[config.mk]
export PLATFORM = sky130hd
export DESIGN_NAME = hash_key_loader_flat
export DESIGN_NICKNAME = d
export VERILOG_FILES = /design/src/rtl/hash_pkg.sv /design/src/rtl/hash_key_loader_if.sv /design/src/rtl/hash_key_buf.sv /design/src/rtl/hash_key_loader.sv /design/src/flat_wrapper.sv
export SDC_FILE = /design/constraint.sdc
export NUM_CORES = 2
export LEC_CHECK = 0
export ABC_AREA = 0
export CAP_MARGIN = 10
export CELL_PAD_IN_SITES_DETAIL_PLACEMENT = 2
export CELL_PAD_IN_SITES_GLOBAL_PLACEMENT = 2
export CORE_MARGIN = 2
export CORE_UTILIZATION = 45
export CTS_CLUSTER_DIAMETER = 150
export DETAILED_ROUTE_END_ITERATION = 10
export PLACE_DENSITY_LB_ADDON = 0.1
export SLEW_MARGIN = 20
export SYNTH_ARGS = -nofsm -noshare
export SYNTH_HDL_FRONTEND = slang
export SYNTH_SLANG_ARGS = --single-unit
[constraint.sdc]
create_clock -name CLK -period 7.9 [get_ports CLK]
set_input_delay 1.58 -clock CLK [delete_from_list [all_inputs] [get_ports CLK]]
set_output_delay 1.58 -clock CLK [all_outputs]
set_load 0.02 [all_outputs]
[src/rtl/hash_pkg.sv]
// Shared types and constants for the lookup3 key loader: FSM states, block
// geometry and the issued-word-count helper.
`timescale 1ns/1ps
package hash_pkg;

  localparam int MAX_BYTES   = 255;
  localparam int MIX_GAP     = 4;
  localparam int BLOCK_WORDS = 3;
  localparam int BLOCK_BYTES = 12;
  localparam int BUF_WORDS   = 64;

  typedef enum logic [2:0] {
    S_IDLE,
    S_FILL,
    S_DROP,
    S_ISSUE,
    S_GAP,
    S_WAIT
  } state_t;

  // Whole 3-word blocks needed to cover len bytes (a zero-length key never occurs).
  function automatic logic [7:0] words_for_len(input logic [7:0] len);
    logic [8:0] blocks;
    blocks = (9'(len) + 9'(BLOCK_BYTES - 1)) / 9'(BLOCK_BYTES);
    return 8'(blocks * 9'(BLOCK_WORDS));
  endfunction

endpackage

[src/rtl/hash_key_loader_if.sv]
// Byte-stream input and lookup3 core-side signals of the key loader.
// Handshake: a byte moves on a rising edge where in_valid & in_ready are both 1.
`timescale 1ns/1ps
interface hash_key_loader_if;
  import hash_pkg::*;

  logic        in_valid;
  logic [7:0]  in_data;
  logic        in_last;
  logic        in_ready;
  logic        enable;
  logic        onloop;
  logic [7:0]  wcount;
  logic [31:0] word;
  logic [7:0]  key_length;
  logic [7:0]  interval;
  logic        hash_valid;
  logic        err;
  state_t      dbg_state;

  modport master (
    output in_valid, in_data, in_last, hash_valid,
    input  in_ready, enable, onloop, wcount, word, key_length, interval, err, dbg_state
  );

  modport slave (
    input  in_valid, in_data, in_last, hash_valid,
    output in_ready, enable, onloop, wcount, word, key_length, interval, err, dbg_state
  );

endinterface

[src/rtl/hash_key_buf.sv]
// 64x32 single-port key buffer with per-byte-lane write enables and a
// registered read port.
`timescale 1ns/1ps
module hash_key_buf import hash_pkg::*; (
  input  logic        clk,
  input  logic        we,
  input  logic [3:0]  be,
  input  logic [5:0]  addr,
  input  logic [31:0] wdata,
  output logic [31:0] rdata
);

  logic [31:0] mem [BUF_WORDS];

  always_ff @(posedge clk) begin
    for (int l = 0; l < 4; l++) begin
      if (we && be[l]) mem[addr][8*l +: 8] <= wdata[8*l +: 8];
    end
    rdata <= mem[addr];
  end

endmodule

[src/rtl/hash_key_loader.sv]
// Buffers a byte-stream key and replays it to the lookup3 core in 3-word blocks.
// HASH_KEY_LOADER_BYTESWAP_EN selects big-endian byte packing within each word.
`timescale 1ns/1ps
module hash_key_loader import hash_pkg::*; (
  input  logic CLK,
  input  logic RST,
  hash_key_loader_if.slave bus
);

  state_t      state;
  logic [7:0]  len;
  logic [7:0]  nlen;
  logic [7:0]  rd_idx;
  logic [1:0]  sub;
  logic [7:0]  gap_cnt;
  logic [7:0]  rem;
  logic [7:0]  w_total;
  logic [7:0]  key_len;
  logic        in_ready;
  logic        err;
  logic        accept;

  logic [1:0]  lane;
  logic        wr_en;
  logic [3:0]  wr_be;
  logic [31:0] wr_data;
  logic [5:0]  buf_addr;
  logic [31:0] rdata;

  logic        s1_valid;
  logic        s1_onloop;
  logic [7:0]  s1_wcount;
  logic        in_key;
  logic        issue_en;
  logic        issue_onloop;
  logic [7:0]  issue_wcount;
  logic [31:0] issue_word;

  assign accept = bus.in_valid & in_ready;
  assign nlen   = len + 8'd1;

`ifdef HASH_KEY_LOADER_BYTESWAP_EN
  assign lane = ~len[1:0];
`else
  assign lane = len[1:0];
`endif

  // The first byte of each word writes all lanes so stale bytes read back as 0.
  always_comb begin
    wr_en    = accept && (state == S_IDLE || (state == S_FILL && len != 8'(MAX_BYTES)));
    wr_data  = 32'(bus.in_data) << {lane, 3'b000};
    wr_be    = (len[1:0] == 2'd0) ? 4'hF : (4'b0001 << lane);
    buf_addr = wr_en ? len[7:2] : rd_idx[5:0];
  end

  hash_key_buf u_buf (
    .clk   (CLK),
    .we    (wr_en),
    .be    (wr_be),
    .addr  (buf_addr),
    .wdata (wr_data),
    .rdata (rdata)
  );

  always_ff @(posedge CLK) begin
    if (!RST) begin
      state    <= S_IDLE;
      len      <= '0;
      rd_idx   <= '0;
      sub      <= '0;
      gap_cnt  <= '0;
      rem      <= '0;
      w_total  <= '0;
      key_len  <= '0;
      in_ready <= 1'b1;
      err      <= 1'b0;
    end else begin
      err <= 1'b0;
      case (state)
        S_IDLE, S_FILL: begin
          if (accept) begin
            if (state == S_FILL && len == 8'(MAX_BYTES)) begin
              err   <= 1'b1;
              len   <= '0;
              state <= bus.in_last ? S_IDLE : S_DROP;
            end else if (bus.in_last) begin
              key_len  <= nlen;
              w_total  <= words_for_len(nlen);
              rem      <= nlen;
              rd_idx   <= '0;
              sub      <= '0;
              len      <= '0;
              in_ready <= 1'b0;
              state    <= S_ISSUE;
            end else begin
              len   <= nlen;
              state <= S_FILL;
            end
          end
        end
        S_DROP: begin
          if (accept && bus.in_last) state <= S_IDLE;
        end
        S_ISSUE: begin
          rd_idx <= rd_idx + 8'd1;
          sub    <= sub + 2'd1;
          if (sub == 2'(BLOCK_WORDS - 1)) begin
            sub <= '0;
            if (rd_idx == w_total - 8'd1) begin
              state <= S_WAIT;
            end else begin
              rem     <= rem - 8'(BLOCK_BYTES);
              gap_cnt <= '0;
              state   <= S_GAP;
            end
          end
        end
        S_GAP: begin
          gap_cnt <= gap_cnt + 8'd1;
          if (gap_cnt == 8'(MIX_GAP - 1)) state <= S_ISSUE;
        end
        S_WAIT: begin
          if (bus.hash_valid) begin
            in_ready <= 1'b1;
            state    <= S_IDLE;
          end
        end
        default: begin
          in_ready <= 1'b1;
          state    <= S_IDLE;
        end
      endcase
    end
  end

  // Two-stage read pipeline: buffer read, then output register with padding mask.
  assign in_key = {s1_wcount, 2'b00} < {2'b00, key_len};

  always_ff @(posedge CLK) begin
    if (!RST) begin
      s1_valid     <= 1'b0;
      s1_onloop    <= 1'b0;
      s1_wcount    <= '0;
      issue_en     <= 1'b0;
      issue_onloop <= 1'b0;
      issue_wcount <= '0;
      issue_word   <= '0;
    end else begin
      s1_valid     <= (state == S_ISSUE);
      s1_onloop    <= (rem > 8'(BLOCK_BYTES));
      s1_wcount    <= rd_idx;
      issue_en     <= s1_valid;
      issue_onloop <= s1_valid & s1_onloop;
      issue_wcount <= s1_valid ? s1_wcount : '0;
      issue_word   <= (s1_valid && in_key) ? rdata : '0;
    end
  end

  assign bus.in_ready   = in_ready;
  assign bus.enable     = issue_en;
  assign bus.onloop     = issue_onloop;
  assign bus.wcount     = issue_wcount;
  assign bus.word       = issue_word;
  assign bus.key_length = key_len;
  assign bus.interval   = 8'(MIX_GAP);
  assign bus.err        = err;
  assign bus.dbg_state  = state;

endmodule
[src/flat_wrapper.sv]
// flat-port wrapper written by rule: the top's interface ports become plain ports
module hash_key_loader_flat import hash_pkg::*;
  (CLK, RST, bus_in_valid, bus_in_data, bus_in_last, bus_hash_valid, bus_in_ready, bus_enable, bus_onloop, bus_wcount, bus_word, bus_key_length, bus_interval, bus_err, bus_dbg_state);
  hash_key_loader_if bus_i ();
  input  logic CLK;
  input  logic RST;
  input wire logic [$bits(bus_i.in_valid)-1:0] bus_in_valid;
  input wire logic [$bits(bus_i.in_data)-1:0] bus_in_data;
  input wire logic [$bits(bus_i.in_last)-1:0] bus_in_last;
  input wire logic [$bits(bus_i.hash_valid)-1:0] bus_hash_valid;
  output wire logic [$bits(bus_i.in_ready)-1:0] bus_in_ready;
  output wire logic [$bits(bus_i.enable)-1:0] bus_enable;
  output wire logic [$bits(bus_i.onloop)-1:0] bus_onloop;
  output wire logic [$bits(bus_i.wcount)-1:0] bus_wcount;
  output wire logic [$bits(bus_i.word)-1:0] bus_word;
  output wire logic [$bits(bus_i.key_length)-1:0] bus_key_length;
  output wire logic [$bits(bus_i.interval)-1:0] bus_interval;
  output wire logic [$bits(bus_i.err)-1:0] bus_err;
  output wire logic [$bits(bus_i.dbg_state)-1:0] bus_dbg_state;
  assign bus_i.in_valid = bus_in_valid;
  assign bus_i.in_data = bus_in_data;
  assign bus_i.in_last = bus_in_last;
  assign bus_i.hash_valid = bus_hash_valid;
  assign bus_in_ready = bus_i.in_ready;
  assign bus_enable = bus_i.enable;
  assign bus_onloop = bus_i.onloop;
  assign bus_wcount = bus_i.wcount;
  assign bus_word = bus_i.word;
  assign bus_key_length = bus_i.key_length;
  assign bus_interval = bus_i.interval;
  assign bus_err = bus_i.err;
  assign bus_dbg_state = bus_i.dbg_state;
  hash_key_loader u_core (.CLK(CLK), .RST(RST), .bus(bus_i));
endmodule
==> flow_summary.yaml <==
power_and_ir_drop:
  p_switching_mw: 5.230
  intPower_mw: 18.74
  swShare_pct: 21.82
  clkPwrFrac_pct: 44.0
  peakVddDrop_uv: 220.1
  seq_power_share_pct: 53.0
  powerDensity_mw_per_mm2: 260.9
  leakagePower_nw: 28.77
  pwr-share-comb_pct: 3.0
worst_hold_path:
  hp-class: "flop to flop"
  min_to: "u_core.bus.word[21]"
  holdPathStages: 1
  worstHoldStart: "u_core.u_buf.rdata[21]"
place:
  place_hpwl_um: 173700
  globalplace.congestion: 0.7860
  pre_cts_ws_ps: 1232
  port_buffers: 67
clock_network:
  h-tree-depth: 4
  post_cts_resized: 0
  postCtsSetupRepairBufs: 0
  cts_buffers: 223
  numClockSinks: 2187
  path_clk_slew_ps: 70
  cts_root_buf: "clkbuf_16"
  cts_tree: "built"
  clockBufferDepth: 3
  ctsHoldBuffers: 0
  clk_latency_ps: 880
setup_path:
  setup.worst_path.end_class: "flop"
  required_ps: 8380
  worstReg2RegStart: "u_core.len[0]"
  r2r-end: "u_core.u_buf.mem[31][2]"
  reg2reg_setup_slack_ps: 2360
  startpoint: "bus_in_valid"
  cp_num_buf_inv: 3
  worstPathMaxFanout: 33
  cpMostUsedCell: "buf_4"
  crit_path_cell_trace: "clkdlybuf4s50_1 -> nand4bb_1 -> buf_4 -> a41oi_4 -> buf_4 -> mux2_2 -> nor2_4 -> nand3_1 -> nor2_1"
  r2r_cells: 9
  worstPathArrival_ps: 6280
  critPathMaxStageDelay_ps: 960
  cp_slowest_cell: "nor2_1"
  crit_type: "input port to flop"
  path_delay_family: "simple AND/OR/NAND/NOR gates"
  critPathLaunchType: "input port"
sta:
  setup_slack_ps: 2099
  relSlewSlack_pct: 19.14
  slew_viol_final: 0
  fin_tns_setup_ps: 0
  period_share_pct: 73.43
  rsz0062_at_grt: "no"
  period_needed_ps: 5801
  hold_viol: 0
  worstMarginPinSlew_ps: 1202
  hold_slack_ps: 472.4
  fmax_mhz: 172.4
  setup_viol: 0
  skew_ps: 27.92
floorplan:
  core_area_mm2: 0.1786
  initial_utilization_pct: 45.30
  die_x_um: 428.0
  io_pins: 76
  num_rows: 155
  die_h_um: 428.0
  die-area_mm2: 0.1832
routing:
  wl_um: 295700
  drc_errors: 0
  vias: 49360
  dr.pass1.iters: 6
  drt_iter0_drc: 5888
  wl_per_cell_um: 39.49
  postRouteAntennaNets: 0
  vias_per_cell: 6.592
logic_synthesis:
  synth_edf_count: 2048
  syn_avg_cell_area_um2: 16.77
  yosys-top-cells-count: "edfxtp_1, a22oi_1, nor2_1"
  yosysWarningCount: 0
  synth_cell_types: 69
  yosysMostFrequentCell: "edfxtp_1"
  synth_seq_cells: 2187
  yosysTopAreaCellShare_pct: 76.01
  synthCells: 4825
  synth_flop_cell: "edfxtp_1"
  synth_area_leaders: "edfxtp_1, a22oi_1, dfxtp_1"
  syn-cell-area_mm2: 0.08090
  ys_seq_area_share_pct: 79.45
  yosysTopAreaCell: "edfxtp_1"
  async_flop_share_pct: 0
status:
  status: "completed"
grt:
  grt_pass1_vias: 52280
  grt_max_degree: 85
  use_met3_pct: 5.159
  use_met2_pct: 52.88
  grt_overflow: 0
  met1_usage_pct: 42.87
  gr-max-usage-layer: "met2"
  grt_util_all_layers_pct: 31.83
  antenna_found_initial: 13
  grt_pass1_wl_um: 416500
final_layout:
  area_growth_pct: 13.58
  drive_gt1_share_pct: 10.53
  nets: 4985
run:
  cap_violations: 0
## area by class of cell
cell class,instances,area [um^2]
diodes,4,10.01
flip-flops and latches,2187,64280
well taps,2355,2947
clock buffers,305,6168
fillers,15910,86720
repair buffers,214,2118
inverters,25,93.84
multi-input cells,2294,15370
clock inverters,104,900.9
## flip-flops by register name, indices dropped and copies added (netlist names)
name	cells
u_core.bus.dbg_state	3
u_core.bus.enable	1
u_core.bus.err	1
u_core.bus.in_ready	1
u_core.bus.key_length	8
u_core.bus.onloop	1
u_core.bus.wcount	8
u_core.bus.word	32
u_core.gap_cnt	8
u_core.len	8
u_core.rd_idx	8
u_core.rem	8
u_core.s1_onloop	1
u_core.s1_valid	1
u_core.s1_wcount	8
u_core.sub	2
u_core.u_buf.mem	2048
u_core.u_buf.rdata	32
u_core.w_total	8
## worst max path at each step
stage / to / slack, ps / cells past startpoint
after floorplan: u_core.w_total[6] / 3470 / 21
after global placement: u_core.u_buf.mem[25][4] / 1350 / 10
after detailed placement: u_core.u_buf.mem[2][30] / 1230 / 10
after CTS: u_core.u_buf.mem[2][31] / 2100 / 10
after global routing: u_core.w_total[6] / 2020 / 19
final: u_core.u_buf.mem[36][0] / 2100 / 9
## cells in the final DEF, fill, tap and decap left out, types with 9 or more instances in the layout
master | netlist | layout
ha_1 | 26 | 26
a21oi_1 | 73 | 73
clkinv_1 | 0 | 35
clkbuf_16 | 0 | 231
nand2b_1 | 12 | 11
xnor2_1 | 21 | 21
nand2_1 | 167 | 154
a41oi_1 | 81 | 81
dfxtp_1 | 139 | 139
inv_1 | 25 | 25
nor2_1 | 323 | 307
bufinv_16 | 0 | 15
clkbuf_1 | 106 | 63
nor2b_1 | 9 | 9
o21ai_0 | 64 | 63
and2_1 | 61 | 54
buf_4 | 9 | 118
nand4_1 | 65 | 65
clkinv_2 | 0 | 39
and3_2 | 0 | 25
nor2_4 | 0 | 12
clkdlybuf4s50_1 | 0 | 67
clkbuf_8 | 0 | 11
nor4_1 | 33 | 33
a31oi_1 | 97 | 97
nand3_1 | 40 | 40
a221oi_1 | 96 | 96
and3_1 | 39 | 14
nor3_1 | 17 | 17
xor2_1 | 18 | 18
buf_12 | 0 | 27
a22o_1 | 95 | 95
edfxtp_1 | 2048 | 2048
a22oi_1 | 839 | 839
## kinds of logic (layout without fill, tap and decap cells)
kind of cell | count (synthesis) | after routing | synth area share [%]
multiplexers | 15 | 15 | 0.2258
other | 2 | 12 | 0.009283
AND/OR/NAND/NOR | 796 | 796 | 4.602
AO/OA/AOI/OAI | 1409 | 1409 | 13.01
adder cells (fa/ha/maj) | 27 | 27 | 0.4268
flip-flops | 2187 | 2187 | 79.45
buffers and inverters | 350 | 648 | 1.851
XOR/XNOR | 39 | 39 | 0.4222
## metal layers
| layer | vias to the layer above | share of wire [%] |
|---|---|---|
| met5 | - | 0.0078 |
| met4 | 4 | 3.3 |
| met3 | 486 | 6.7 |
| met2 | 2229 | 49 |
| met1 | 26670 | 41 |
| li1 | 19970 | - |
## through the flow
step                      util [%]  instance area, um^2  std cells  total power, mW
final                        51.45                91890       7488            23.97
after global routing         51.44                91880       7484            24.46
after CTS                    51.43                91860       7483            24.08
after detailed placement     47.47                84790       7074            13.66
after global placement       47.46                84780       7073            13.62
after floorplan                  -                80930       4831            13.26
## power groups by stage
stage / Combinational, mW / Sequential (mW) / Clock, mW
2_1_floorplan: 0.341 / 12.9 / 0
3_3_place_gp: 0.663 / 13.0 / 0
3_5_place_dp: 0.702 / 13.0 / 0
4_1_cts: 0.710 / 12.7 / 10.7
5_1_grt: 0.746 / 12.7 / 11.0
6_report: 0.713 / 12.7 / 10.5
## worst register-to-register path, stage by stage (launching register included)
cell	delay (ps)
dfxtp_1	680
ha_1	470
and4_1	420
a41oi_4	190
buf_4	350
mux2i_1	200
buf_4	230
nor2_4	770
nand3_1	780
nor2_1	1050
Note: power is estimated with default switching activity, not from simulation.
